===== config.mk =====
export PLATFORM = sky130hd
export DESIGN_NAME = weight_row_loader
export DESIGN_NICKNAME = d
export VERILOG_FILES = /design/src/rtl/weight_row_loader.sv
export SDC_FILE = /design/constraint.sdc
export NUM_CORES = 1
export LEC_CHECK = 0
export BUFFER_PORTS_ARGS = -buffer_cell sky130_fd_sc_hd__buf_2
export CAP_MARGIN = 20
export CORE_AREA = 2 2 152 154
export CTS_BUF_LIST = sky130_fd_sc_hd__clkbuf_16
export DETAILED_ROUTE_END_ITERATION = 12
export DIE_AREA = 0 0 154 156
export PLACE_DENSITY = 0.77
export SKIP_LAST_GASP = 1
export SYNTH_ARGS = -nofsm -noshare
export SYNTH_HDL_FRONTEND = slang
export SYNTH_SLANG_ARGS = --single-unit

===== constraint.sdc =====
create_clock -name clk -period 2.7 [get_ports clk]
set_input_delay 0.81 -clock clk [delete_from_list [all_inputs] [get_ports clk]]
set_output_delay 0.81 -clock clk [all_outputs]
set_load 0.05 [all_outputs]

===== src/rtl/weight_row_loader.sv =====
// weight_row_loader: packs a stream of weight elements into rows and writes them to the weight RAM
module weight_row_loader #(
    parameter int NROW          = 16,
    parameter int NCOL          = 16,
    parameter int BITWIDTH      = 18,
    parameter int ADDR_BITWIDTH = (NCOL > 1) ? $clog2(NCOL) : 1
) (
    input  logic                     clk,
    input  logic                     reset,
    input  logic                     start,
    input  logic [BITWIDTH-1:0]      dataIn,
    input  logic                     dataValid,
    output logic                     dataReady,
    output logic [ADDR_BITWIDTH-1:0] addressIn,
    output logic [BITWIDTH*NROW-1:0] rowIn,
    output logic                     writeEn,
    output logic                     busy,
    output logic                     done
);
    localparam int ELEM_BITWIDTH = (NROW > 1) ? $clog2(NROW) : 1;
    localparam logic [ELEM_BITWIDTH-1:0] LAST_ELEM = ELEM_BITWIDTH'(NROW - 1);
    localparam logic [ADDR_BITWIDTH-1:0] LAST_ROW  = ADDR_BITWIDTH'(NCOL - 1);

    typedef enum logic [1:0] {IDLE, FILL, WRITE, DONE} state_t;

    state_t                   state, state_next;
    logic [ELEM_BITWIDTH-1:0] elem_cnt, elem_cnt_next;
    logic [ADDR_BITWIDTH-1:0] row_cnt, row_cnt_next;
    logic [BITWIDTH-1:0]      slot [NROW];
    logic                     transfer;
    logic                     last_elem;
    logic                     last_row;

    assign transfer  = (state == FILL) && dataValid;
    assign last_elem = elem_cnt == LAST_ELEM;
    assign last_row  = row_cnt == LAST_ROW;

    // FSM state and element/row counters
    always_ff @(posedge clk or negedge reset) begin
        if (!reset) begin
            state    <= IDLE;
            elem_cnt <= '0;
            row_cnt  <= '0;
        end else begin
            state    <= state_next;
            elem_cnt <= elem_cnt_next;
            row_cnt  <= row_cnt_next;
        end
    end

    // next-state and counter updates; the row address only advances when leaving WRITE
    always_comb begin
        state_next    = state;
        elem_cnt_next = elem_cnt;
        row_cnt_next  = row_cnt;
        case (state)
            IDLE: begin
                if (start) begin
                    state_next    = FILL;
                    elem_cnt_next = '0;
                    row_cnt_next  = '0;
                end
            end
            FILL: begin
                if (transfer) begin
                    state_next    = last_elem ? WRITE : FILL;
                    elem_cnt_next = last_elem ? '0 : elem_cnt + ELEM_BITWIDTH'(1);
                end
            end
            WRITE: begin
                state_next   = last_row ? DONE : FILL;
                row_cnt_next = last_row ? row_cnt : row_cnt + ADDR_BITWIDTH'(1);
            end
            DONE:    state_next = IDLE;
            default: state_next = IDLE;
        endcase
    end

    // assembly buffer; every slot is rewritten before the next row write, so it is never cleared
    always_ff @(posedge clk or negedge reset) begin
        if (!reset) begin
            for (int k = 0; k < NROW; k++) slot[k] <= '0;
        end else if (transfer) begin
            slot[elem_cnt] <= dataIn;
        end
    end

    genvar i;
    generate
        for (i = 0; i < NROW; i++) begin : g_row
            assign rowIn[i*BITWIDTH +: BITWIDTH] = slot[i];
        end
    endgenerate

    assign dataReady = state == FILL;
    assign writeEn   = state == WRITE;
    assign busy      = state != IDLE;
    assign done      = state == DONE;
    assign addressIn = row_cnt;
endmodule


==> out/qor.json <==
{
  "detailed_routing": {
    "drtAntennaViolNets": 0,
    "number_of_design_rule_violations_left_after_detail_routing": 0,
    "routed_wl_mm": 29.5,
    "dr_total_vias": 7207,
    "viasPerCell": 5.36,
    "route.detailed.wl_per_inst_um": 22.0,
    "detailedRoute.firstIterationViolations": 256,
    "detail_route.first_pass.iterations": 4
  },
  "sta": {
    "max_freq_ghz": 0.386,
    "total_of_endpoints_with_negative_setup_slack_in_the_final_report": 0,
    "report.final.hold_viol_count": 0,
    "rsz_0062_raised_after_global_routing": "no",
    "timing.final.crit_period_ns": 2.59,
    "tightestPinTransition_ns": 0.561,
    "final_max_slew_viol_count": 0,
    "post_route_setup_tns_ns": 0,
    "post-route-period-util": 0.959,
    "slew-limit-headroom": 0.626,
    "worst_clock_skew_ns": 0.0141
  },
  "grt": {
    "first_global_vias": 7720,
    "grt_pass1_wl_mm": 46.1,
    "grt_use_total": 0.248,
    "grt.overflow.total": 0,
    "grt_start_max_net_pins": 69,
    "grt_antenna_before_repair": 0
  },
  "critical_path": {
    "cpPeakStageDelay_ns": 0.52,
    "timing.critical_path.depth": 2,
    "worstReg2RegStart": "elem_cnt[2]",
    "timing.critical_path.arrival_ns": 1.78,
    "critPathCapture": "dataReady",
    "crit_path_end_kind": "output port",
    "worstSetupStartpointType": "flop",
    "crit_fanout": 11,
    "family_of_cells_with_the_greatest_summed_delay_on_the_critical_path": "flip-flops",
    "critical_path.reg2reg.endpoint": "rowIn[23]",
    "timing.reg2reg.setup_slack_ns": 0.55,
    "cp_cell_sequence": "nor2b_1 -> buf_2",
    "critPathLaunch": "state[0]",
    "critical_path_required_ns": 1.89,
    "cpMaxStageDelayCell": "sky130_fd_sc_hd__dfrtp_1",
    "timing_worst_setup_path_type": "flop to output port",
    "ff2ff_path_depth": 4,
    "critical_path_buf_inv_count": 1
  },
  "floorplanning": {
    "fp.dieH_um": 156,
    "die_x_um": 154,
    "placementRows": 55,
    "floorplan.core_area_sq_um": 22400,
    "i_o_pin_count": 318,
    "total_die_area_sq_um": 24000,
    "starting_density_of_the_core": 0.512
  },
  "synthesis": {
    "number_of_nets_produced_by_synthesis": 727,
    "post_synth_instance_area_sq_um": 11400,
    "synthMostInstantiatedCell": "sky130_fd_sc_hd__dfrtp_1",
    "yosys_warnings": 0,
    "syn-instance-count": 700,
    "synth_async_reset_ratio": 1.00,
    "dominantRegCellSynth": "sky130_fd_sc_hd__dfrtp_1",
    "seq_area_frac_synth": 0.651,
    "synth_largest_area_cell": "sky130_fd_sc_hd__dfrtp_1",
    "yosys_register_bits": 298,
    "number_of_flops_mapped_to_enable_cells_by_yosys": 0,
    "ys_top_cells_by_area": "sky130_fd_sc_hd__dfrtp_1 (65%), sky130_fd_sc_hd__mux2_2 (28%), sky130_fd_sc_hd__buf_4 (0.72%)",
    "most_common_library_cells_after_synthesis": "sky130_fd_sc_hd__dfrtp_1 (298), sky130_fd_sc_hd__mux2_2 (288), sky130_fd_sc_hd__clkbuf_1 (21)",
    "netlist-cell-type-count": 34,
    "synth_top_area_frac": 0.651,
    "syn_area_per_cell_sq_um": 16.4
  },
  "clock_tree": {
    "cts_made_buffers": 30,
    "post-cts-setup-buffers": 0,
    "post_cts_resize_count": 0,
    "postCtsHoldBufs": 0,
    "clock_sink_count": 298,
    "latest_clock_arrival_within_the_worst_skew_pair_ns": 0.55,
    "htreeDepth": 1,
    "cts_tree": "built",
    "clockRootBuffer": "sky130_fd_sc_hd__clkbuf_16",
    "clockBufferDepth": 3,
    "worst_path_clk_slew_ns": 0.06
  },
  "placement": {
    "hpwlAfterDp_mm": 20.4,
    "port_buffers": 317,
    "place.gp.congestion": 0.766,
    "post_dp_cell_area_sq_um": 13500
  },
  "cells_and_area": {
    "area_growth_syn_to_layout_pct": 26.0,
    "layout.cell_area.non_filler_sq_um": 14400,
    "drive_gt1_frac": 0.657,
    "insertedDiodeCount": 0,
    "nNetsFinal": 1063
  },
  "run": {
    "max-cap-violations": 0
  },
  "outcome": {
    "run_status": "complete, no violations"
  },
  "min_path": {
    "min-delay-path-class": "input port to asynchronous set/reset pin"
  }
}
## how the worst min path moves through the flow
stage | endpoint | slack [ns] | start | depth (start not counted)
after CTS | rowIn[82] | 0.19 | reset | 1
after detailed placement | rowIn[47] | 0.49 | rowIn[47] | 1
final | rowIn[82] | 0.19 | reset | 1
after floorplan | addressIn[0] | 0.51 | reset | 0
after global routing | rowIn[82] | 0.21 | reset | 1
after global placement | rowIn[53] | 0.48 | rowIn[53] | 1
## registers in the layout, indices dropped and copies added, names as in the netlist
signal and cells:
rowIn 288, elem_cnt 4, addressIn 4, state 2
## cell usage in the layout, fill, tap and decap left out, types with 3 or more instances in the layout
cell                        count
sky130_fd_sc_hd__bufinv_16      3
sky130_fd_sc_hd__inv_1          7
sky130_fd_sc_hd__nand3_1       10
sky130_fd_sc_hd__clkinv_1      10
sky130_fd_sc_hd__clkinv_2       5
sky130_fd_sc_hd__nor3_4         4
sky130_fd_sc_hd__o22ai_1        3
sky130_fd_sc_hd__nand2_1        6
sky130_fd_sc_hd__dfrtp_1      298
sky130_fd_sc_hd__mux2_2       288
sky130_fd_sc_hd__buf_4         24
sky130_fd_sc_hd__buf_12         5
sky130_fd_sc_hd__nand3b_1       4
sky130_fd_sc_hd__ha_1           5
sky130_fd_sc_hd__clkbuf_16     31
sky130_fd_sc_hd__buf_2        316
sky130_fd_sc_hd__nor2_2        11
## stage by stage
stage	hold WS, ns	utilization	setup WS (ns)	std cells
6_report	0.189	0.645	0.111	1344
3_5_place_dp	0.489	0.602	0.329	1289
4_1_cts	0.191	0.645	0.127	1344
5_1_grt	0.206	0.645	0.0248	1344
2_1_floorplan	0.514	-	0.482	700
3_3_place_gp	0.484	0.602	0.381	1289
## worst reg2reg max path, cell delays in order, from the launching register on
cell and delay [ns]:
sky130_fd_sc_hd__dfrtp_1 0.54, sky130_fd_sc_hd__or3b_1 0.59, sky130_fd_sc_hd__nor3_4 0.20, sky130_fd_sc_hd__buf_4 0.31, sky130_fd_sc_hd__mux2_2 0.39
## layer usage
metal  part of all wire  GRT usage  vias up
met2               0.48      0.410      285
met1               0.42      0.324     3742
met4              0.021     0.0659        0
met5                  0          0        -
met3              0.080     0.0728       40
li1                   -          -     3140
## logic make-up after synthesis
group,synth area share
flops,0.651
mux,0.285
simple gates,0.0282
buf+inv,0.0225
compound gates,0.00590
fa+ha+maj,0.00546
xor+xnor,0.00153
## final cells by class
type / count / area (sq um)
fill: 1647 / 7950
sequential: 298 / 7460
multi-input combinational: 356 / 3750
timing repair buffer: 346 / 1880
clock buffer: 31 / 776
tap: 285 / 357
clock inverter: 24 / 188
inverter: 4 / 15.0
Power is not shown: default switching activity piles up to over one toggle a cycle in this logic, so the estimate is an artifact.
